## config.mk

```make
export PLATFORM = sky130hd
export DESIGN_NAME = rvfi_retire_emitter
export DESIGN_NICKNAME = d
export VERILOG_FILES = /design/src/rtl/uvma_rvfi_pkg.sv /design/src/rtl/rvfi_intr_tracker.sv /design/src/rtl/rvfi_retire_emitter.sv
export SDC_FILE = /design/constraint.sdc
export NUM_CORES = 1
export LEC_CHECK = 0
export CAP_MARGIN = 20
export CORE_AREA = 10 10 350 352
export DETAILED_ROUTE_END_ITERATION = 7
export DIE_AREA = 0 0 360 362
export SLEW_MARGIN = 10
export SYNTH_ARGS = -nofsm -noshare
export SYNTH_HDL_FRONTEND = slang
export SYNTH_HIERARCHICAL = 1
export SYNTH_SLANG_ARGS = --single-unit
```

## constraint.sdc

```tcl
create_clock -name clk -period 2.76 [get_ports clk]
set_input_delay 0.276 -clock clk [delete_from_list [all_inputs] [get_ports clk]]
set_output_delay 0.276 -clock clk [all_outputs]
set_load 0.05 [all_outputs]
```

## src/rtl/uvma_rvfi_pkg.sv

```systemverilog
// Shared RVFI widths, default core widths and the IXL encoding used by the retire emitter.
// Also holds the interrupt-tracker state type.
package uvma_rvfi_pkg;

    localparam int ORDER_WL       = 64;
    localparam int MODE_WL        = 2;
    localparam int IXL_WL         = 2;
    localparam int GPR_ADDR_WL    = 5;
    localparam int MAX_INTR_ID_WL = 11;
    localparam int DEFAULT_ILEN   = 32;
    localparam int DEFAULT_XLEN   = 32;

    typedef enum logic [IXL_WL-1:0] {
        IXL_NONE = 2'd0,
        IXL_32   = 2'd1,
        IXL_64   = 2'd2,
        IXL_128  = 2'd3
    } ixl_e;

    typedef enum logic [0:0] {
        INTR_IDLE    = 1'b0,
        INTR_PENDING = 1'b1
    } intr_state_e;

    function automatic ixl_e xlen_to_ixl(input int xlen);
        ixl_e enc;
        case (xlen)
            32:      enc = IXL_32;
            64:      enc = IXL_64;
            128:     enc = IXL_128;
            default: enc = IXL_NONE;
        endcase
        return enc;
    endfunction

endpackage

```

## src/rtl/rvfi_intr_tracker.sv

```systemverilog
// Remembers the most recent interrupt entry until the next retirement claims it.
// A newer entry always overwrites an unclaimed one.
module rvfi_intr_tracker
    import uvma_rvfi_pkg::*;
#(
    parameter int ILEN = DEFAULT_ILEN
) (
    input  logic                      clk,
    input  logic                      reset_n,
    input  logic                      irq_taken_i,
    input  logic [MAX_INTR_ID_WL-1:0] irq_id_i,
    input  logic [ILEN-1:0]           mcause_i,
    input  logic                      consume_i,
    output logic                      intr_flag,
    output logic [MAX_INTR_ID_WL-1:0] intr_id,
    output logic [ILEN-1:0]           mcause_latched
);

    intr_state_e               state_q, state_d;
    logic [MAX_INTR_ID_WL-1:0] id_q, id_d;
    logic [ILEN-1:0]           mcause_q, mcause_d;

    always_ff @(posedge clk) begin
        if (!reset_n) begin
            state_q  <= INTR_IDLE;
            id_q     <= '0;
            mcause_q <= '0;
        end else begin
            state_q  <= state_d;
            id_q     <= id_d;
            mcause_q <= mcause_d;
        end
    end

    // A fresh entry wins over a consume in the same cycle: the retirement sees the old state.
    always_comb begin
        state_d  = state_q;
        id_d     = id_q;
        mcause_d = mcause_q;
        case (state_q)
            INTR_IDLE: begin
                if (irq_taken_i) begin
                    state_d  = INTR_PENDING;
                    id_d     = irq_id_i;
                    mcause_d = mcause_i;
                end else begin
                    state_d  = INTR_IDLE;
                end
            end
            INTR_PENDING: begin
                if (irq_taken_i) begin
                    state_d  = INTR_PENDING;
                    id_d     = irq_id_i;
                    mcause_d = mcause_i;
                end else if (consume_i) begin
                    state_d  = INTR_IDLE;
                end else begin
                    state_d  = INTR_PENDING;
                end
            end
            default: begin
                state_d  = INTR_IDLE;
            end
        endcase
    end

    assign intr_flag      = (state_q == INTR_PENDING);
    assign intr_id        = id_q;
    assign mcause_latched = mcause_q;

endmodule

```

## src/rtl/rvfi_retire_emitter.sv

```systemverilog
// Registers writeback retirements onto the RVFI port, numbering each one and attaching
// interrupt-entry metadata; trapped instructions and x0 writes are sanitised on the way.
module rvfi_retire_emitter
    import uvma_rvfi_pkg::*;
#(
    parameter int ILEN = DEFAULT_ILEN,
    parameter int XLEN = DEFAULT_XLEN
) (
    input  logic                      clk,
    input  logic                      reset_n,
    input  logic                      wb_valid_i,
    input  logic [ILEN-1:0]           wb_insn_i,
    input  logic [XLEN-1:0]           wb_pc_i,
    input  logic [XLEN-1:0]           wb_next_pc_i,
    input  logic                      wb_trap_i,
    input  logic                      wb_halt_i,
    input  logic [MODE_WL-1:0]        wb_mode_i,
    input  logic [GPR_ADDR_WL-1:0]    wb_rs1_addr_i,
    input  logic [GPR_ADDR_WL-1:0]    wb_rs2_addr_i,
    input  logic [XLEN-1:0]           wb_rs1_rdata_i,
    input  logic [XLEN-1:0]           wb_rs2_rdata_i,
    input  logic [GPR_ADDR_WL-1:0]    wb_rd_addr_i,
    input  logic [XLEN-1:0]           wb_rd_wdata_i,
    input  logic [XLEN-1:0]           wb_mem_addr_i,
    input  logic [XLEN-1:0]           wb_mem_rdata_i,
    input  logic [XLEN-1:0]           wb_mem_wdata_i,
    input  logic [XLEN/8-1:0]         wb_mem_rmask_i,
    input  logic [XLEN/8-1:0]         wb_mem_wmask_i,
    input  logic                      irq_taken_i,
    input  logic [MAX_INTR_ID_WL-1:0] irq_id_i,
    input  logic [ILEN-1:0]           mcause_i,
    input  logic [ILEN-1:0]           mip_i,
    output logic                      rvfi_valid,
    output logic [ORDER_WL-1:0]       rvfi_order,
    output logic [ILEN-1:0]           rvfi_insn,
    output logic                      rvfi_trap,
    output logic                      rvfi_halt,
    output logic                      rvfi_intr,
    output logic [MAX_INTR_ID_WL-1:0] rvfi_intr_id,
    output logic [MODE_WL-1:0]        rvfi_mode,
    output logic [IXL_WL-1:0]         rvfi_ixl,
    output logic [XLEN-1:0]           rvfi_pc_rdata,
    output logic [XLEN-1:0]           rvfi_pc_wdata,
    output logic [GPR_ADDR_WL-1:0]    rvfi_rs1_addr,
    output logic [GPR_ADDR_WL-1:0]    rvfi_rs2_addr,
    output logic [GPR_ADDR_WL-1:0]    rvfi_rs3_addr,
    output logic [XLEN-1:0]           rvfi_rs1_rdata,
    output logic [XLEN-1:0]           rvfi_rs2_rdata,
    output logic [XLEN-1:0]           rvfi_rs3_rdata,
    output logic [GPR_ADDR_WL-1:0]    rvfi_rd1_addr,
    output logic [GPR_ADDR_WL-1:0]    rvfi_rd2_addr,
    output logic [XLEN-1:0]           rvfi_rd1_wdata,
    output logic [XLEN-1:0]           rvfi_rd2_wdata,
    output logic [XLEN-1:0]           rvfi_mem_addr,
    output logic [XLEN-1:0]           rvfi_mem_rdata,
    output logic [XLEN-1:0]           rvfi_mem_wdata,
    output logic [XLEN/8-1:0]         rvfi_mem_rmask,
    output logic [XLEN/8-1:0]         rvfi_mem_wmask,
    output logic [ILEN-1:0]           csr_mcause,
    output logic [ILEN-1:0]           csr_mip
);

    localparam int   MASK_WL = XLEN / 8;
    localparam ixl_e IXL_ENC = xlen_to_ixl(XLEN);

    logic                      intr_flag_s;
    logic [MAX_INTR_ID_WL-1:0] intr_id_s;
    logic [ILEN-1:0]           mcause_latched_s;

    rvfi_intr_tracker #(
        .ILEN (ILEN)
    ) u_intr_tracker (
        .clk            (clk),
        .reset_n        (reset_n),
        .irq_taken_i    (irq_taken_i),
        .irq_id_i       (irq_id_i),
        .mcause_i       (mcause_i),
        .consume_i      (wb_valid_i),
        .intr_flag      (intr_flag_s),
        .intr_id        (intr_id_s),
        .mcause_latched (mcause_latched_s)
    );

    logic [ORDER_WL-1:0]       order_q, order_d;
    logic                      valid_q, valid_d;
    logic [ORDER_WL-1:0]       rvfi_order_q, rvfi_order_d;
    logic [ILEN-1:0]           insn_q, insn_d;
    logic                      trap_q, trap_d, halt_q, halt_d, intr_q, intr_d;
    logic [MAX_INTR_ID_WL-1:0] intr_id_q, intr_id_d;
    logic [MODE_WL-1:0]        mode_q, mode_d;
    logic [IXL_WL-1:0]         ixl_q, ixl_d;
    logic [XLEN-1:0]           pc_rdata_q, pc_rdata_d, pc_wdata_q, pc_wdata_d;
    logic [GPR_ADDR_WL-1:0]    rs1_addr_q, rs1_addr_d, rs2_addr_q, rs2_addr_d, rd1_addr_q, rd1_addr_d;
    logic [XLEN-1:0]           rs1_rdata_q, rs1_rdata_d, rs2_rdata_q, rs2_rdata_d, rd1_wdata_q, rd1_wdata_d;
    logic [XLEN-1:0]           mem_addr_q, mem_addr_d, mem_rdata_q, mem_rdata_d, mem_wdata_q, mem_wdata_d;
    logic [MASK_WL-1:0]        mem_rmask_q, mem_rmask_d, mem_wmask_q, mem_wmask_d;
    logic [ILEN-1:0]           mcause_q, mcause_d, mip_q, mip_d;

    // Next values: load from writeback on a retirement, otherwise hold everything but the strobe.
    always_comb begin
        order_d      = order_q;
        valid_d      = 1'b0;
        rvfi_order_d = rvfi_order_q;
        insn_d       = insn_q;
        trap_d       = trap_q;
        halt_d       = halt_q;
        intr_d       = intr_q;
        intr_id_d    = intr_id_q;
        mode_d       = mode_q;
        ixl_d        = IXL_ENC;
        pc_rdata_d   = pc_rdata_q;
        pc_wdata_d   = pc_wdata_q;
        rs1_addr_d   = rs1_addr_q;
        rs2_addr_d   = rs2_addr_q;
        rs1_rdata_d  = rs1_rdata_q;
        rs2_rdata_d  = rs2_rdata_q;
        rd1_addr_d   = rd1_addr_q;
        rd1_wdata_d  = rd1_wdata_q;
        mem_addr_d   = mem_addr_q;
        mem_rdata_d  = mem_rdata_q;
        mem_wdata_d  = mem_wdata_q;
        mem_rmask_d  = mem_rmask_q;
        mem_wmask_d  = mem_wmask_q;
        mcause_d     = mcause_q;
        mip_d        = mip_q;
        if (wb_valid_i) begin
            order_d      = order_q + ORDER_WL'(1);
            valid_d      = 1'b1;
            rvfi_order_d = order_q;
            insn_d       = wb_insn_i;
            trap_d       = wb_trap_i;
            halt_d       = wb_halt_i;
            intr_d       = intr_flag_s;
            intr_id_d    = intr_flag_s ? intr_id_s : '0;
            mode_d       = wb_mode_i;
            pc_rdata_d   = wb_pc_i;
            pc_wdata_d   = wb_next_pc_i;
            rs1_addr_d   = wb_rs1_addr_i;
            rs2_addr_d   = wb_rs2_addr_i;
            rs1_rdata_d  = wb_rs1_rdata_i;
            rs2_rdata_d  = wb_rs2_rdata_i;
            rd1_addr_d   = wb_trap_i ? '0 : wb_rd_addr_i;
            rd1_wdata_d  = (wb_trap_i || (wb_rd_addr_i == '0)) ? '0 : wb_rd_wdata_i;
            mem_addr_d   = wb_mem_addr_i;
            mem_rdata_d  = wb_mem_rdata_i;
            mem_wdata_d  = wb_mem_wdata_i;
            mem_rmask_d  = wb_trap_i ? '0 : wb_mem_rmask_i;
            mem_wmask_d  = wb_trap_i ? '0 : wb_mem_wmask_i;
            mcause_d     = intr_flag_s ? mcause_latched_s : mcause_i;
            mip_d        = mip_i;
        end else begin
            valid_d      = 1'b0;
        end
    end

    always_ff @(posedge clk) begin
        if (!reset_n) begin
            order_q      <= '0;
            valid_q      <= 1'b0;
            rvfi_order_q <= '0;
            insn_q       <= '0;
            trap_q       <= 1'b0;
            halt_q       <= 1'b0;
            intr_q       <= 1'b0;
            intr_id_q    <= '0;
            mode_q       <= '0;
            ixl_q        <= '0;
            pc_rdata_q   <= '0;
            pc_wdata_q   <= '0;
            rs1_addr_q   <= '0;
            rs2_addr_q   <= '0;
            rs1_rdata_q  <= '0;
            rs2_rdata_q  <= '0;
            rd1_addr_q   <= '0;
            rd1_wdata_q  <= '0;
            mem_addr_q   <= '0;
            mem_rdata_q  <= '0;
            mem_wdata_q  <= '0;
            mem_rmask_q  <= '0;
            mem_wmask_q  <= '0;
            mcause_q     <= '0;
            mip_q        <= '0;
        end else begin
            order_q      <= order_d;
            valid_q      <= valid_d;
            rvfi_order_q <= rvfi_order_d;
            insn_q       <= insn_d;
            trap_q       <= trap_d;
            halt_q       <= halt_d;
            intr_q       <= intr_d;
            intr_id_q    <= intr_id_d;
            mode_q       <= mode_d;
            ixl_q        <= ixl_d;
            pc_rdata_q   <= pc_rdata_d;
            pc_wdata_q   <= pc_wdata_d;
            rs1_addr_q   <= rs1_addr_d;
            rs2_addr_q   <= rs2_addr_d;
            rs1_rdata_q  <= rs1_rdata_d;
            rs2_rdata_q  <= rs2_rdata_d;
            rd1_addr_q   <= rd1_addr_d;
            rd1_wdata_q  <= rd1_wdata_d;
            mem_addr_q   <= mem_addr_d;
            mem_rdata_q  <= mem_rdata_d;
            mem_wdata_q  <= mem_wdata_d;
            mem_rmask_q  <= mem_rmask_d;
            mem_wmask_q  <= mem_wmask_d;
            mcause_q     <= mcause_d;
            mip_q        <= mip_d;
        end
    end

    assign rvfi_valid     = valid_q;
    assign rvfi_order     = rvfi_order_q;
    assign rvfi_insn      = insn_q;
    assign rvfi_trap      = trap_q;
    assign rvfi_halt      = halt_q;
    assign rvfi_intr      = intr_q;
    assign rvfi_intr_id   = intr_id_q;
    assign rvfi_mode      = mode_q;
    assign rvfi_ixl       = ixl_q;
    assign rvfi_pc_rdata  = pc_rdata_q;
    assign rvfi_pc_wdata  = pc_wdata_q;
    assign rvfi_rs1_addr  = rs1_addr_q;
    assign rvfi_rs2_addr  = rs2_addr_q;
    assign rvfi_rs3_addr  = '0;
    assign rvfi_rs1_rdata = rs1_rdata_q;
    assign rvfi_rs2_rdata = rs2_rdata_q;
    assign rvfi_rs3_rdata = '0;
    assign rvfi_rd1_addr  = rd1_addr_q;
    assign rvfi_rd2_addr  = '0;
    assign rvfi_rd1_wdata = rd1_wdata_q;
    assign rvfi_rd2_wdata = '0;
    assign rvfi_mem_addr  = mem_addr_q;
    assign rvfi_mem_rdata = mem_rdata_q;
    assign rvfi_mem_wdata = mem_wdata_q;
    assign rvfi_mem_rmask = mem_rmask_q;
    assign rvfi_mem_wmask = mem_wmask_q;
    assign csr_mcause     = mcause_q;
    assign csr_mip        = mip_q;

endmodule

```

==> key figures <==
Clocking
  • Number of H-tree levels: 3
  • Cts hold-fix bufs: 1
  • Cts repair resizes: 0
  • Root Driver: clkbuf_16
  • CTS tree: yes
  • Clock transition at path regs: 0.06 ns
  • Clock Path Buffers: 3
  • CTS sink cnt: 565
  • CTS buffer count: 70
  • Post-CTS setup buffers: 0
  • Worst skew pair latency: 0.63 ns

Synthesis
  • Yosys top cell by area: dfxtp_1
  • Synth async-reset ratio: 0
  • Post-synth EDFFs: 0
  • Post-synth top area share: 0.5286
  • Synthesized area per cell: 10.16 um2
  • Synth unique cells: 46
  • Synthesized cell area: 0.02140 mm2
  • Mapped Cells: 2107
  • Yosys warns: 6
  • Register area share after synthesis: 0.5286
  • Largest cells by area after synthesis: dfxtp_1 53%, mux2i_1 21%, nor2_1 8.8%
  • Flops & latches, synth: 565
  • Primary FF master, synth: dfxtp_1

Final layout
  • Most common cell after layout, fill and taps aside: clkdlybuf4s50_1
  • Ratio of cells with drive above 1 in the final layout: 0.05754
  • Most frequent cells in the layout: 842 x clkdlybuf4s50_1, 564 x dfxtp_1, 503 x nor2_1, 443 x mux2i_1, 75 x conb_1
  • Area grow syn2layout: 57.75%
  • Final net count: 3331
  • Final cell count without fillers: 4520
  • Final Core Density: 0.2925

Routing
  • Vias/cell: 3.980
  • Routed wire length: 94360 um
  • Drt wl/cell: 20.88 um
  • 1st-pass router iterations: 5
  • Vias: 17990
  • Routed Antenna Nets: 0
  • Residual DRC: 0
  • DR iter-0 viols: 967

Worst setup path
  • Delay-heaviest family, CP: simple AND/OR/NAND/NOR gates
  • CP Max Fanout: 5
  • Reg2reg start: order_q[0]
  • Most repeated library cell on the critical path: nand4_1
  • Worst stage delay on the critical path: 0.53 ns
  • Critical Path RT: 3.32 ns
  • Critical path, cell by cell: ha_1, nand4_1, nor4_2, nand4_1, or4_1, a21oi_1
  • CP Capture Type: register
  • R2r setup slk: 0.38 ns
  • Setup crit start kind: register
  • Levels on crit path: 6
  • RR Endpoint: order_q[60]
  • WS Path Type: reg2reg
  • Critical Path Sink: order_q[60]
  • WP buf/inv: 0
  • Crit-path slowest cell: or4_1
  • Crit path from: order_q[0]
  • R2R depth: 6
  • Worst Path Arrival: 2.94 ns

Job
  • Max-Cap Viols: 0

Die
  • Width of the die: 360 um
  • Initial Util: 0.1854
  • # IOs: 926
  • Core area: 0.1154 mm2
  • DIE HEIGHT: 362 um
  • Die Area: 0.1303 mm2
  • Number of cell rows: 125

STA
  • Fin crit share: 0.8613
  • RSZ-0062 raised after global routing: no
  • Final min period: 2.377 ns
  • Setup Skew: 0.01932 ns
  • Hold Vio Cnt, Final: 0
  • Setup TNS Final: 0 ns
  • Max Fclk: 420.7 MHz
  • Setup violations, final: 0
  • Worst-margin pin slew: 0.9469 ns
  • Fin. max-slew vios: 0
  • Max_slew headroom: 0.3688

Power
  • LEAKAGE: 13.45 nW
  • Final Power: 21.89 mW
  • Power Dens Cells: 648.4 mW/mm2
  • VDD IR max: 0.4685 mV

Placement
  • IO buf count: 850
  • DP Cell Count: 4387
  • RePlAce Congestion: 0.8300
  • HPWL after DPL: 72710 um

Global routing
  • Global-route wire length before repair: 132700 um
  • Initial antenna violation count: 17
  • Gr ovfl total: 0
  • GRT Util Overall: 0.1366
  • Maximum number of pins on one net before global-route repair: 91
  • Number of global-route vias before repair: 18130

Outcome
  • Outcome: complete, no violations

Worst hold path
  • Worst hold path class: in2reg
## cells in the mapped netlist, types with 24 or more instances
cell,instances
nand4_1,26
buf_1,46
nor2_1,503
nand2_1,25
nor2b_1,44
a211oi_1,32
clkbuf_1,76
mux2i_1,443
a21oi_1,24
a22oi_1,56
buf_4,75
dfxtp_1,565
## final cells by class
cell class	instances	area [um2]
Fill cell	12090	81670
Inverter	10	46.29
Sequential cell	565	11310
Clock inverter	20	282.8
Timing Repair Buffer	892	8961
Clock buffer	105	2056
Multi-Input combinational cell	1397	9175
Tap cell	1524	1907
Antenna cell	7	17.52
## power by group
group	switching (mW)	total, mW	internal [mW]
clock	3.79	9.36	5.57
sequential	0.213	8.74	8.53
combinational	2.34	3.78	1.45
## tightest hold or removal path, delay by kind of cell
kind,cells,cell delay [ns]
buf+inv,2,0.31
simple gates,1,0.16
## worst min path at each step
stage | from | endpoint | slack [ns] | cells after the start
after global placement | u_intr_tracker/intr_id[7] | rvfi_intr_id[7] | 0.47 | 2
after detailed placement | u_intr_tracker/intr_id[6] | rvfi_intr_id[6] | 0.48 | 2
after CTS | reset_n | rvfi_order[19] | 0.16 | 3
after floorplan | reset_n | rvfi_ixl[0] | 0.30 | 0
final | reset_n | order_q[33] | 0.19 | 3
after global routing | reset_n | order_q[33] | 0.20 | 3
## state kept, by name, summed over array words and instances, names as in the netlist, 2 cells and up
| signal | cells |
|---|---|
| csr_mcause | 32 |
| rvfi_mem_rmask | 4 |
| rvfi_mode | 2 |
| rvfi_mem_wdata | 32 |
| order_q | 64 |
| u_intr_tracker/mcause_latched | 32 |
| rvfi_rs2_addr | 5 |
| rvfi_mem_wmask | 4 |
| rvfi_pc_rdata | 32 |
| rvfi_intr_id | 11 |
| rvfi_pc_wdata | 32 |
| u_intr_tracker/intr_id | 11 |
| rvfi_rd1_wdata | 32 |
| rvfi_rs1_addr | 5 |
| rvfi_rd1_addr | 5 |
| rvfi_rs1_rdata | 32 |
| rvfi_rs2_rdata | 32 |
| rvfi_insn | 32 |
| rvfi_mem_rdata | 32 |
| csr_mip | 32 |
| rvfi_order | 64 |
| rvfi_mem_addr | 32 |
## layer usage
metal	track usage	up-vias	part of all wire
li1	-	8700	-
met1	0.1540	8504	0.39
met2	0.2186	669	0.46
met3	0.07835	111	0.13
met4	0.03835	4	0.019
met5	0	-	0.00029
## stage by stage
step	area, um2	hold slack, ns	worst slack [ns]
after floorplan	21680	0.3037	0.7787
after global placement	31390	0.4663	0.5202
after CTS	33740	0.1584	0.2360
after detailed placement	31390	0.4786	0.4267
after global routing	33750	0.1962	0.1762
final	33760	0.1927	0.3828
## logic make-up (layout without fill, tap and decap cells)
logic type,after synthesis,after routing,share of synthesized area
compound gates,141,141,0.04490
xor+xnor,37,37,0.01514
fa+ha+maj,1,1,0.0005846
buf+inv,219,1027,0.05566
flops,565,565,0.5286
mux,443,443,0.2072
other cells,1,82,0.0001752
simple gates,700,700,0.1478
Note: power is estimated with default switching activity, not from simulation.
